--- src/rtl/pipeline_hazard_ctrl_pkg.sv ---
// Shared types for the pipeline hazard controller: FSM encoding, stage indices
// and the register-match helper used by hazard detection.
package pipeline_hazard_ctrl_pkg;

    typedef enum logic [0:0] {
        ST_RUN    = 1'b0,
        ST_REFILL = 1'b1
    } state_t;

    typedef enum logic [1:0] {
        STG_FETCH  = 2'd0,
        STG_DECODE = 2'd1,
        STG_EXEC   = 2'd2,
        STG_MEM    = 2'd3
    } stage_t;

    localparam int NUM_STG = 4;
    localparam logic [4:0] REG_ZERO = 5'd0;

    function automatic logic src_match(input logic used, input logic [4:0] src,
                                       input logic [4:0] rd);
        return used && (src == rd);
    endfunction

endpackage

--- src/rtl/pipeline_hazard_ctrl_if.sv ---
// Bundle of pipeline status inputs and latch/PC control outputs exchanged
// between the datapath (master) and the hazard controller (slave).
interface pipeline_hazard_ctrl_if #(
    parameter int CNT_W = 32
);
    logic             id_valid;
    logic [4:0]       id_rs1;
    logic [4:0]       id_rs2;
    logic             id_rs1_used;
    logic             id_rs2_used;
    logic             ex_valid;
    logic [4:0]       ex_rd;
    logic             ex_rd_memory;
    logic             ex_is_branch;
    logic             ex_mispredict;
    logic             mem_busy;
    logic             perf_clr;

    logic             pc_ena;
    logic             pc_redirect;
    logic             fetch_stg_ena;
    logic             decode_stg_ena;
    logic             exec_stg_ena;
    logic             mem_stg_ena;
    logic             fetch_stg_x;
    logic             decode_stg_x;
    logic             exec_stg_x;
    logic             mem_stg_x;
    logic [CNT_W-1:0] stall_cnt;
    logic [CNT_W-1:0] flush_cnt;

    modport master (
        output id_valid, id_rs1, id_rs2, id_rs1_used, id_rs2_used,
               ex_valid, ex_rd, ex_rd_memory, ex_is_branch, ex_mispredict,
               mem_busy, perf_clr,
        input  pc_ena, pc_redirect,
               fetch_stg_ena, decode_stg_ena, exec_stg_ena, mem_stg_ena,
               fetch_stg_x, decode_stg_x, exec_stg_x, mem_stg_x,
               stall_cnt, flush_cnt
    );

    modport slave (
        input  id_valid, id_rs1, id_rs2, id_rs1_used, id_rs2_used,
               ex_valid, ex_rd, ex_rd_memory, ex_is_branch, ex_mispredict,
               mem_busy, perf_clr,
        output pc_ena, pc_redirect,
               fetch_stg_ena, decode_stg_ena, exec_stg_ena, mem_stg_ena,
               fetch_stg_x, decode_stg_x, exec_stg_x, mem_stg_x,
               stall_cnt, flush_cnt
    );

endinterface

--- src/rtl/pipeline_hazard_ctrl_hazard_detect.sv ---
// Combinational load-use and branch-mispredict detection; kept separate so the
// same register-match logic can later drive forwarding decisions.
module hazard_detect
    import pipeline_hazard_ctrl_pkg::*;
(
    input  logic       i_id_valid,
    input  logic [4:0] i_id_rs1,
    input  logic [4:0] i_id_rs2,
    input  logic       i_id_rs1_used,
    input  logic       i_id_rs2_used,
    input  logic       i_ex_valid,
    input  logic [4:0] i_ex_rd,
    input  logic       i_ex_rd_memory,
    input  logic       i_ex_is_branch,
    input  logic       i_ex_mispredict,
    output logic       o_lu,
    output logic       o_mis
);

    logic w_rs1_hit;
    logic w_rs2_hit;
    logic w_ex_load;

    assign w_rs1_hit = src_match(i_id_rs1_used, i_id_rs1, i_ex_rd);
    assign w_rs2_hit = src_match(i_id_rs2_used, i_id_rs2, i_ex_rd);

    // x0 is hardwired to zero, so a load targeting it never blocks a consumer
    assign w_ex_load = i_ex_valid & i_ex_rd_memory & (i_ex_rd != REG_ZERO);

    assign o_lu  = w_ex_load & i_id_valid & (w_rs1_hit | w_rs2_hit);
    assign o_mis = i_ex_valid & i_ex_is_branch & i_ex_mispredict;

endmodule

--- src/rtl/pipeline_hazard_ctrl.sv ---
// Stall/flush sequencer for the 5-stage pipeline: drives latch hold/bubble
// controls, PC hold/redirect, refetch bubbles and performance counters.
module pipeline_hazard_ctrl
    import pipeline_hazard_ctrl_pkg::*;
#(
    parameter int IMEM_LAT = 2,
    parameter int CNT_W    = 32
) (
    input  logic                  stg_clk,
    input  logic                  reset_n,
    pipeline_hazard_ctrl_if.slave bus
);

    localparam int REM_W = $clog2(IMEM_LAT) + 1;
    localparam logic [REM_W-1:0] REM_INIT = REM_W'(IMEM_LAT - 1);

    state_t             r_state;
    state_t             w_state_nxt;
    logic [REM_W-1:0]   r_rem;
    logic [REM_W-1:0]   w_rem_nxt;
    logic [CNT_W-1:0]   r_stall_cnt;
    logic [CNT_W-1:0]   r_flush_cnt;
    logic               w_lu;
    logic               w_mis;
    logic               w_stall_inc;
    logic               w_flush_inc;
    logic               w_pc_ena;
    logic               w_pc_redirect;
    logic [NUM_STG-1:0] w_ena;
    logic [NUM_STG-1:0] w_x;

    hazard_detect u_hazard_detect (
        .i_id_valid      (bus.id_valid),
        .i_id_rs1        (bus.id_rs1),
        .i_id_rs2        (bus.id_rs2),
        .i_id_rs1_used   (bus.id_rs1_used),
        .i_id_rs2_used   (bus.id_rs2_used),
        .i_ex_valid      (bus.ex_valid),
        .i_ex_rd         (bus.ex_rd),
        .i_ex_rd_memory  (bus.ex_rd_memory),
        .i_ex_is_branch  (bus.ex_is_branch),
        .i_ex_mispredict (bus.ex_mispredict),
        .o_lu            (w_lu),
        .o_mis           (w_mis)
    );

    always_ff @(posedge stg_clk or negedge reset_n) begin
        if (!reset_n) begin
            r_state <= ST_RUN;
            r_rem   <= '0;
        end else begin
            r_state <= w_state_nxt;
            r_rem   <= w_rem_nxt;
        end
    end

    // Reset is folded in here so the latches are held even before the first edge
    always_comb begin
        w_state_nxt   = r_state;
        w_rem_nxt     = r_rem;
        w_ena         = '0;
        w_x           = '0;
        w_pc_ena      = 1'b1;
        w_pc_redirect = 1'b0;
        w_stall_inc   = 1'b0;
        w_flush_inc   = 1'b0;

        if (!reset_n) begin
            w_ena    = '1;
            w_pc_ena = 1'b0;
        end else if (bus.mem_busy) begin
            w_ena       = '1;
            w_pc_ena    = 1'b0;
            w_stall_inc = 1'b1;
        end else if (w_mis) begin
            w_x[STG_FETCH]  = 1'b1;
            w_x[STG_DECODE] = 1'b1;
            w_pc_redirect   = 1'b1;
            w_flush_inc     = 1'b1;
            if (IMEM_LAT > 1) begin
                w_state_nxt = ST_REFILL;
                w_rem_nxt   = REM_INIT;
            end else begin
                w_state_nxt = ST_RUN;
                w_rem_nxt   = '0;
            end
        end else if (r_state == ST_REFILL) begin
            w_x[STG_FETCH] = 1'b1;
            if (r_rem <= REM_W'(1)) begin
                w_state_nxt = ST_RUN;
                w_rem_nxt   = '0;
            end else begin
                w_rem_nxt = r_rem - REM_W'(1);
            end
        end else if (w_lu) begin
            // One bubble suffices: the load moves on to MEM at the next edge
            w_ena[STG_FETCH] = 1'b1;
            w_x[STG_DECODE]  = 1'b1;
            w_pc_ena         = 1'b0;
            w_stall_inc      = 1'b1;
        end
    end

    always_ff @(posedge stg_clk or negedge reset_n) begin
        if (!reset_n) begin
            r_stall_cnt <= '0;
        end else if (bus.perf_clr) begin
            r_stall_cnt <= '0;
        end else if (w_stall_inc) begin
            r_stall_cnt <= r_stall_cnt + CNT_W'(1);
        end
    end

    always_ff @(posedge stg_clk or negedge reset_n) begin
        if (!reset_n) begin
            r_flush_cnt <= '0;
        end else if (bus.perf_clr) begin
            r_flush_cnt <= '0;
        end else if (w_flush_inc) begin
            r_flush_cnt <= r_flush_cnt + CNT_W'(1);
        end
    end

    assign bus.pc_ena         = w_pc_ena;
    assign bus.pc_redirect    = w_pc_redirect;
    assign bus.fetch_stg_ena  = w_ena[STG_FETCH];
    assign bus.decode_stg_ena = w_ena[STG_DECODE];
    assign bus.exec_stg_ena   = w_ena[STG_EXEC];
    assign bus.mem_stg_ena    = w_ena[STG_MEM];
    assign bus.fetch_stg_x    = w_x[STG_FETCH];
    assign bus.decode_stg_x   = w_x[STG_DECODE];
    assign bus.exec_stg_x     = w_x[STG_EXEC];
    assign bus.mem_stg_x      = w_x[STG_MEM];
    assign bus.stall_cnt      = r_stall_cnt;
    assign bus.flush_cnt      = r_flush_cnt;

endmodule

--- src/flat_wrapper.sv ---
// flat-port wrapper written by rule: the top's interface ports become plain ports
module pipeline_hazard_ctrl_flat import pipeline_hazard_ctrl_pkg::*;
#(
    parameter int IMEM_LAT = 2,
    parameter int CNT_W    = 32
)
  (stg_clk, reset_n, bus_id_valid, bus_id_rs1, bus_id_rs2, bus_id_rs1_used, bus_id_rs2_used, bus_ex_valid, bus_ex_rd, bus_ex_rd_memory, bus_ex_is_branch, bus_ex_mispredict, bus_mem_busy, bus_perf_clr, bus_pc_ena, bus_pc_redirect, bus_fetch_stg_ena, bus_decode_stg_ena, bus_exec_stg_ena, bus_mem_stg_ena, bus_fetch_stg_x, bus_decode_stg_x, bus_exec_stg_x, bus_mem_stg_x, bus_stall_cnt, bus_flush_cnt);
  pipeline_hazard_ctrl_if #(.CNT_W(CNT_W)) bus_i ();
  input  logic stg_clk;
  input  logic reset_n;
  input wire logic [$bits(bus_i.id_valid)-1:0] bus_id_valid;
  input wire logic [$bits(bus_i.id_rs1)-1:0] bus_id_rs1;
  input wire logic [$bits(bus_i.id_rs2)-1:0] bus_id_rs2;
  input wire logic [$bits(bus_i.id_rs1_used)-1:0] bus_id_rs1_used;
  input wire logic [$bits(bus_i.id_rs2_used)-1:0] bus_id_rs2_used;
  input wire logic [$bits(bus_i.ex_valid)-1:0] bus_ex_valid;
  input wire logic [$bits(bus_i.ex_rd)-1:0] bus_ex_rd;
  input wire logic [$bits(bus_i.ex_rd_memory)-1:0] bus_ex_rd_memory;
  input wire logic [$bits(bus_i.ex_is_branch)-1:0] bus_ex_is_branch;
  input wire logic [$bits(bus_i.ex_mispredict)-1:0] bus_ex_mispredict;
  input wire logic [$bits(bus_i.mem_busy)-1:0] bus_mem_busy;
  input wire logic [$bits(bus_i.perf_clr)-1:0] bus_perf_clr;
  output wire logic [$bits(bus_i.pc_ena)-1:0] bus_pc_ena;
  output wire logic [$bits(bus_i.pc_redirect)-1:0] bus_pc_redirect;
  output wire logic [$bits(bus_i.fetch_stg_ena)-1:0] bus_fetch_stg_ena;
  output wire logic [$bits(bus_i.decode_stg_ena)-1:0] bus_decode_stg_ena;
  output wire logic [$bits(bus_i.exec_stg_ena)-1:0] bus_exec_stg_ena;
  output wire logic [$bits(bus_i.mem_stg_ena)-1:0] bus_mem_stg_ena;
  output wire logic [$bits(bus_i.fetch_stg_x)-1:0] bus_fetch_stg_x;
  output wire logic [$bits(bus_i.decode_stg_x)-1:0] bus_decode_stg_x;
  output wire logic [$bits(bus_i.exec_stg_x)-1:0] bus_exec_stg_x;
  output wire logic [$bits(bus_i.mem_stg_x)-1:0] bus_mem_stg_x;
  output wire logic [$bits(bus_i.stall_cnt)-1:0] bus_stall_cnt;
  output wire logic [$bits(bus_i.flush_cnt)-1:0] bus_flush_cnt;
  assign bus_i.id_valid = bus_id_valid;
  assign bus_i.id_rs1 = bus_id_rs1;
  assign bus_i.id_rs2 = bus_id_rs2;
  assign bus_i.id_rs1_used = bus_id_rs1_used;
  assign bus_i.id_rs2_used = bus_id_rs2_used;
  assign bus_i.ex_valid = bus_ex_valid;
  assign bus_i.ex_rd = bus_ex_rd;
  assign bus_i.ex_rd_memory = bus_ex_rd_memory;
  assign bus_i.ex_is_branch = bus_ex_is_branch;
  assign bus_i.ex_mispredict = bus_ex_mispredict;
  assign bus_i.mem_busy = bus_mem_busy;
  assign bus_i.perf_clr = bus_perf_clr;
  assign bus_pc_ena = bus_i.pc_ena;
  assign bus_pc_redirect = bus_i.pc_redirect;
  assign bus_fetch_stg_ena = bus_i.fetch_stg_ena;
  assign bus_decode_stg_ena = bus_i.decode_stg_ena;
  assign bus_exec_stg_ena = bus_i.exec_stg_ena;
  assign bus_mem_stg_ena = bus_i.mem_stg_ena;
  assign bus_fetch_stg_x = bus_i.fetch_stg_x;
  assign bus_decode_stg_x = bus_i.decode_stg_x;
  assign bus_exec_stg_x = bus_i.exec_stg_x;
  assign bus_mem_stg_x = bus_i.mem_stg_x;
  assign bus_stall_cnt = bus_i.stall_cnt;
  assign bus_flush_cnt = bus_i.flush_cnt;
  pipeline_hazard_ctrl #(.IMEM_LAT(IMEM_LAT), .CNT_W(CNT_W)) u_core (.stg_clk(stg_clk), .reset_n(reset_n), .bus(bus_i));
endmodule
--- config.mk ---
export PLATFORM = sky130hd
export DESIGN_NAME = pipeline_hazard_ctrl_flat
export DESIGN_NICKNAME = d
export VERILOG_FILES = /design/src/rtl/pipeline_hazard_ctrl_pkg.sv /design/src/rtl/pipeline_hazard_ctrl_if.sv /design/src/rtl/pipeline_hazard_ctrl_hazard_detect.sv /design/src/rtl/pipeline_hazard_ctrl.sv /design/src/flat_wrapper.sv
export SDC_FILE = /design/constraint.sdc
export NUM_CORES = 1
export LEC_CHECK = 0
export CAP_MARGIN = 30
export CORE_ASPECT_RATIO = 0.6
export CORE_MARGIN = 2
export CORE_UTILIZATION = 43
export DETAILED_ROUTE_END_ITERATION = 16
export PLACE_DENSITY = 0.83
export SETUP_SLACK_MARGIN = 0.5
export SYNTH_ARGS = -nofsm -noshare
export SYNTH_HDL_FRONTEND = slang
export SYNTH_HIERARCHICAL = 1
export SYNTH_SLANG_ARGS = --single-unit
--- constraint.sdc ---
create_clock -name stg_clk -period 2.65 [get_ports stg_clk]
set_input_delay 0.53 -clock stg_clk [delete_from_list [all_inputs] [get_ports stg_clk]]
set_output_delay 0.53 -clock stg_clk [all_outputs]
set_load 0.005 [all_outputs]
==> results list, run 1 <==
- The worst setup path is of the in -> reg kind.
- Number of violations reported at the end of detailed-routing iteration 0: 222
* Worst clock skew: 0.00746 ns
- Setup repair after global routing missed its margin: true
- Y dimension of the die: 74.3 µm
* CTS H-tree depth: 3
- Commonest register cell after synthesis: sky130_fd_sc_hd__dfrtp_1
- In this run, post-CTS hold repair placed 0 buffers.
* Overall track demand over capacity in global routing: 23.1%
- For this run, the top clock speed supported by timing is 354 MHz.
- In this run, synthesis inferred 0 flip-flops with an integrated enable.
- Pin count of the biggest net entering global routing: 41
* Overall via count from detail_route: 3,371
- In the layout the commonest cells are 68 x sky130_fd_sc_hd__clkdlybuf4s50_1, 67 x sky130_fd_sc_hd__dfrtp_1, 64 x sky130_fd_sc_hd__nor2_1.
- 100 I/O pins were placed.
- Count of final max-slew check failures: 0
* Capture point of the worst reg-to-reg path: u_core/bus.stall_cnt[30]
* Reg2reg setup slack: -0.04 ns
* Total negative slack: -0.887 ns
* Total CTS buffers: 9
- Vias per inst: 5.36
- Number of unique standard cell types used by synthesis: 39
- Startpoint of the worst register-to-register path: u_core/bus.stall_cnt[0]
- Remaining design rule violation count: 0
- Drt wl/cell: 17.0 µm
- Post-layout instance area: 5640 µm²
- Leaving out fill and tap cells, the most frequent cell in the layout is sky130_fd_sc_hd__clkdlybuf4s50_1.
* Critical Path AT: 3.08 ns
- Detailed placer's ending HPWL: 6.79 mm
- Headroom to the max-slew limit came out at 66.0%.
- HP Class: in -> async
* Cells on worst reg2reg path: 6
- In this run, placement finished with an instance count of 590.
- Number of antenna violations at the first check in global routing: 0
- The slowest stage of the critical path is the sky130_fd_sc_hd__or4_4 cell.
- After Yosys synthesis, XOR and XNOR cells account for 16.3% of the synthesized area.
- Traced cell by cell, the critical path runs through buf_2 > xor2_2 > nor4_2 > nand3_1 > a21oi_2 > nor3b_4 > buf_4 > o211ai_1 > or4_4 > or3_4 > a21oi_2.
- Compared with the post-synthesis result, the final layout area differs by 59.2%.
- At the end of the flow the core is filled with cells to 71.0%.
- Once layout is complete, the cells apart from fillers number 629.
- Summing every instance area after synthesis gives 3540 µm².
- Clock transition at the register clock pins on the worst setup and hold paths after CTS: 0.05 ns
- The critical path ends at u_core/bus.stall_cnt[30].
- Summing the areas of all fa, ha and maj instances in the mapped netlist gives 0.706% of the synthesized area.
- Main combinational cell family by area after synthesis: simple AND/OR/NAND/NOR gates
- The later pin in the worst-skew pair is clocked with a latency of 0.33 ns.
- Total power after layout: 2.57 mW
- Number of gates on the worst path with buffers counted: 11
- The run finished, with violations left.
* DRT antenna net count: 0
- Synthesis handed over a netlist of 381 instances.
* Average cell area after synthesis: 9.30 µm²
- Worst-Margin Slew: 0.510 ns
* Initial standard-cell utilization of the core: 44.6%
- Sequential cells were found to cover 47.3% of the synthesized design area.
- Of all nets on the critical path, the largest fanout is 5.
* Start point of the critical path: bus_ex_rd[1]
- Of the available clock period, the critical path in the final layout requires 107%.
- Measured against the total synthesized area, the mux share comes to 0.600%.
- Die Wd: 121 µm
- Max-capacitance violation count: 0
- Port buffering added 97 buffers.
- Fin crit period: 2.83 ns
- The synthesized design contains 67 register bits.
- CTS tree: yes
* Leakage power: 2.52 nW
- Number of iterations in the first detailed-routing pass: 4
- At the end of routability-driven placement, the weighted congestion stood at 0.867.
* Worst setup slack after placement: -0.766 ns
- The first global-routing pass estimated 16.2 mm of wire.
* Area of the core region: 7950 µm²
- Setup violation total in the final timing report: 14
- The floorplan step defined a die boundary enclosing 9010 µm².
- Violated checks: negative setup slack
* Required @ worst endpoint: 2.90 ns
* Share of final-layout standard cells stronger than drive strength 1: 24.2%
- On the critical path the largest part of the delay comes from simple AND/OR/NAND/NOR gates.
* # nets final: 543
* Pwr dens: 455 nW/µm²
- The via count of the first global-routing pass was 3,331.
- Across all setup checks in the final design, the least slack found is -0.178 ns.
- Crit path top cell by count: sky130_fd_sc_hd__a21oi_2
* Complex-gate fraction of the synthesized area: 3.07%
- Post-placement cell area: 4790 µm²
* Total wire length: 10.7 mm
- CTS Root Buffer Type: sky130_fd_sc_hd__clkbuf_16
- Simple-gate area share of the yosys netlist: 28.2%
- The Yosys step of the flow raised 6 warnings.
- The clock net in this run drives a total of 67 sinks.
* Worst-case hold slack: 0.262 ns
- The largest single stage delay on the critical path is 0.57 ns.
- Worst path bufs/invs: 2
* Number of core rows: 25
* Final hold violations: 0
- Global-route congestion overflow total: 0
* Type of element launching the critical path: input pin
- Fraction of synthesis flops using an asynchronous set or reset pin: 100%
- The worst setup path is captured at a register.
* Max rail drop VDD: 0.382 mV
- Counting along the longest clock path gives a buffer depth of 2.
==> layout make-up <==
type | count | area (µm²)
Antenna cell | 1 | 2.50
Clock buffer | 9 | 225
Clock inverter | 7 | 116
Fill cell | 551 | 2300
Inverter | 10 | 37.5
Multi-Input combinational cell | 285 | 2110
Sequential cell | 67 | 1680
Tap cell | 108 | 135
Timing Repair Buffer | 142 | 1340
==> layer usage <==
| metal | wire [µm] | global-route usage, % | vias up |
|---|---|---|---|
| met4 | 235 | 10.2 | 0 |
| li1 | - | - | 1564 |
| met1 | 4850 | 30.0 | 1680 |
| met5 | 0 | 0 | - |
| met2 | 5050 | 37.1 | 106 |
| met3 | 568 | 6.21 | 21 |
==> registers in the layout, indices dropped and copies added (netlist names) <==
signal,cells
u_core/bus.flush_cnt,32
u_core/bus.stall_cnt,32
u_core/r_rem,2
u_core/r_state,1
==> cell families after synthesis <==
family | after synthesis
AOI/OAI and AO/OA | 20
xor gates and xnor gates | 66
adders and majority gates | 2
buffers and inverters | 30
DFF | 67
muxes | 2
other | 1
and+or+nand+nor | 193
==> report_power, final <==
part | switching (mW) | internal (mW)
Sequential | 0.00687 | 1.03
Combinational | 0.0900 | 0.0750
Clock | 0.449 | 0.916
==> worst min-delay path by stage <==
stage	slack [ns]	end	cells after the start
6_report	0.26	u_core/bus.stall_cnt[10]	2
5_1_grt	0.28	u_core/bus.stall_cnt[10]	2
4_1_cts	0.22	u_core/bus.stall_cnt[10]	2
3_5_place_dp	0.49	u_core/r_rem[0]	2
3_3_place_gp	0.46	u_core/r_rem[0]	2
2_1_floorplan	0.23	u_core/bus.flush_cnt[0]	0
==> Yosys cell counts, types with 2 or more instances <==
cell type | count | share of area [%]
sky130_fd_sc_hd__a21oi_1 | 10 | 1.4
sky130_fd_sc_hd__and2_1 | 3 | 0.53
sky130_fd_sc_hd__and3_1 | 8 | 1.4
sky130_fd_sc_hd__and4_1 | 7 | 1.7
sky130_fd_sc_hd__buf_2 | 2 | 0.28
sky130_fd_sc_hd__buf_4 | 4 | 0.85
sky130_fd_sc_hd__clkbuf_1 | 14 | 1.5
sky130_fd_sc_hd__dfrtp_1 | 67 | 47
sky130_fd_sc_hd__ha_1 | 2 | 0.71
sky130_fd_sc_hd__inv_1 | 10 | 1.1
sky130_fd_sc_hd__nand2_1 | 23 | 2.4
sky130_fd_sc_hd__nand2b_1 | 2 | 0.35
sky130_fd_sc_hd__nand3_1 | 21 | 3.0
sky130_fd_sc_hd__nand4_1 | 15 | 2.6
sky130_fd_sc_hd__nor2_1 | 66 | 7.0
sky130_fd_sc_hd__nor3_1 | 9 | 1.3
sky130_fd_sc_hd__nor3b_1 | 2 | 0.42
sky130_fd_sc_hd__nor4_1 | 19 | 3.4
sky130_fd_sc_hd__o21ai_0 | 6 | 0.85
sky130_fd_sc_hd__or2_2 | 2 | 0.35
sky130_fd_sc_hd__or3_1 | 6 | 1.1
sky130_fd_sc_hd__or4_4 | 2 | 0.64
sky130_fd_sc_hd__xnor2_1 | 33 | 8.2
sky130_fd_sc_hd__xor2_1 | 33 | 8.2
==> what timing repair did <==
item	CTS	global route
gates cloned	2	1
pin swaps	28	35
setup endpoints to repair	63	52
setup buffers	8	11
resized for setup	108	47
No activity file was read; power rests on OpenSTA's default activity.
==> run 2: changes to the inputs <==
Settings changed: RECOVER_POWER set to 50.
==> results list, run 2 (same netlist as run 1, synthesis figures left out) <==
* Final hold violations: 0 (unchanged)
* Global-route congestion overflow total: 0 (unchanged)
- The number of buffers inserted for hold repair after clock tree synthesis was 0 (unchanged).
- Worst-Margin Slew: 1.01 ns (+0.498 ns)
- The logic depth of the worst setup path including buffers came to 11 (unchanged).
* Required @ worst endpoint: 2.90 ns (about the same)
* Post-placement cell area: 4790 µm² (unchanged)
- Setup repair after global routing could not meet its margin everywhere.
- The root buffer cell chosen for the clock tree is sky130_fd_sc_hd__clkbuf_16.
* DRT antenna net count: 0 (unchanged)
* Remaining design rule violation count: 0 (unchanged)
* Number of I/O pins: 100 (unchanged)
- Most frequent cells in the layout: 67 x sky130_fd_sc_hd__dfrtp_1, 64 x sky130_fd_sc_hd__nor2_1, 53 x sky130_fd_sc_hd__clkdlybuf4s50_1
- The worst setup path is launched from an input pin.
* Vias in the first global route: 3,331 (unchanged)
- Insertion delay to the later sink of the worst-skew pair: 0.33 ns (about the same)
- The worst reg-to-reg path cell count is 6 (unchanged).
- Number of core rows: 25 (unchanged)
- The number of fillers in the final layout came to 570 (+3.4%).
* Worst path bufs/invs: 2 (unchanged)
* CTS H-tree depth: 3 (unchanged)
- The checks that failed: negative setup slack.
* Pin count of the biggest net entering global routing: 41 (unchanged)
* Worst-case hold slack: 0.417 ns (+0.155 ns)
- HP Class: in -> async
- Leakage power: 2.52 nW (-0.10%)
- # clock sinks: 67 (unchanged)
- The worst max-slew margin expressed relative to the limit is 32.8% (-33 points).
* Wire length of the first global-routing pass: 16.2 mm (unchanged)
* Max-capacitance violation count: 0 (unchanged)
- The peak ir drop on the vdd network came to 0.381 mV (-0.40%).
- Fin crit period: 2.84 ns (+0.0158 ns)
* Worst clock skew: 0.00785 ns (+0.000388 ns)
- Placed Cells incl. Taps: 590 (unchanged)
- Kind of capture point of the worst setup path: register
- The flow ran to the end, but the final reports show violations.
- The total half-perimeter wirelength after legalization and detailed placement came to 6.79 mm (unchanged).
* Largest fanout on the critical path: 5 (unchanged)
* Share of final-layout standard cells stronger than drive strength 1: 22.7% (-1.5 points)
- Leaving out fill and tap cells, the most frequent cell in the layout is sky130_fd_sc_hd__dfrtp_1.
- The total power consumption of the routed design came to 2.56 mW (-0.29%).
* CTS tree: yes
- Initial standard-cell utilization of the core: 44.6% (unchanged)
- Crit path top cell by count: sky130_fd_sc_hd__a21oi_2
- Placer's final routability congestion estimate: 0.867 (unchanged)
- Vias per inst: 5.40 (+0.71%)
- From synthesis to final layout, the design area changed by 57.1%.
- The number of port buffers is 97 (unchanged).
- The number of nets at the end of the flow is 543 (unchanged).
* Count of non-filler cells in the finished layout: 629 (unchanged)
- Area of the core region: 7950 µm² (unchanged)
* Post-layout instance area: 5570 µm² (-1.3%)
- Worst-case clock buffer depth: 2 (unchanged)
- The worst slack after detailed placement was -0.766 ns (unchanged).
- The width of the die came to 121 µm (unchanged).
- The critical path goes through buf_2 > xor2_2 > nor4_2 > nand3_1 > a21oi_2 > nor3b_4 > buf_4 > o211ai_1 > or4_4 > or3_4 > a21oi_2.
- The clock-pin slew of the registers on the worst-case setup and hold paths is 0.05 ns (about the same).
- Worst path top cell family by delay: simple AND/OR/NAND/NOR gates
* Number of antenna violations at the first check in global routing: 0 (unchanged)
- The power density over cell area came to 460 nW/µm² (+1.0%).
* Drt wl/cell: 17.1 µm (+0.27%)
- The data arrival at the endpoint of the critical path is 3.10 ns (+0.02 ns).
- The achievable frequency came to 352 MHz (-0.56%).
- The worst setup path is of the in -> reg kind.
- Largest incremental delay on the critical path: 0.57 ns (about the same)
- Overall via count from detail_route: 3,395 (+0.71%)
- The number of detailed-routing iterations run before antenna repair came to 5 (+1).
- Total CTS buffers: 9 (unchanged)
- The post-route setup TNS was -1.07 ns (-0.185 ns).
- The area enclosed by the die boundary came to 9010 µm² (unchanged).
* Core Util, Final: 70.1% (-0.91 points)
* Number of violations reported at the end of detailed-routing iteration 0: 234 (+5.4%)
- On the critical path, the stage with the largest delay is an instance of sky130_fd_sc_hd__or4_4.
- The number of max-slew violations in the final report came to 0 (unchanged).
- The y dimension of the die was 74.3 µm (unchanged).
- The global routing usage summed across all routing layers was 23.1% (unchanged).
* Total wire length: 10.7 mm (+0.27%)
- Crit path setup slack, layout: -0.194 ns (-0.0158 ns)
* Portion of the clock cycle consumed by the worst path in the final layout: 107% (+0.60 points)
- The setup-violating endpoint count in the final report is 15 (+1).
-- run 2: cell types whose count changed in the layout (fill, tap and decap cells not counted), sizes merged --
cell | previous run | this run
clkdlybuf4s50 | 68 | 53
dlygate4sd3 | 0 | 15
buf | 60 | 52
clkbuf | 12 | 20
clkdlybuf4s25 | 0 | 1
dlymetal6s2s | 1 | 0
-- run 2: routing by layer --
metal	global-route usage, %	share of wire (%)	vias to the layer above
met5	0	0	-
met4	10.2	2.2	0
met3	6.21	5.6	25
met2	37.1	47	116
met1	30.0	45	1684
li1	-	-	1570
-- run 2: timing repair --
item,in CTS,in global routing
cloned,2,1
setup endpoints to repair,63,52
buffers inserted,8,11
pin swaps,28,35
gates resized for setup,108,47
-- run 2: cell type report --
type	instances	area, µm²	share of cell area, %
diodes	1	2.50	0.0449
flip-flops and latches	67	1680	30.1
inverters	10	37.5	0.674
multi-input cells	285	2100	37.8
repair buffers	142	1270	22.8
clock buffers	9	225	4.04
clock inverters	7	116	2.09
well taps	108	135	2.43
-- run 2: final timing paths --
check,end,startpoint,slack [ns]
min,u_core/bus.stall_cnt[10],reset_n,0.42
min reg2reg,u_core/r_rem[0],u_core/r_rem[0],0.50
min in group stg_clk,u_core/r_rem[0],u_core/r_rem[0],0.50
max reg2reg,u_core/bus.stall_cnt[30],u_core/bus.stall_cnt[0],-0.05
max,u_core/bus.stall_cnt[30],bus_ex_rd[1],-0.19
max in group asynchronous,u_core/bus.flush_cnt[13],reset_n,1.46
-- run 2: where the power goes --
part           internal [mW]  switching, mW
sequential              1.03        0.00697
combinational         0.0690         0.0897
clock                  0.916          0.448
total                   2.02          0.544
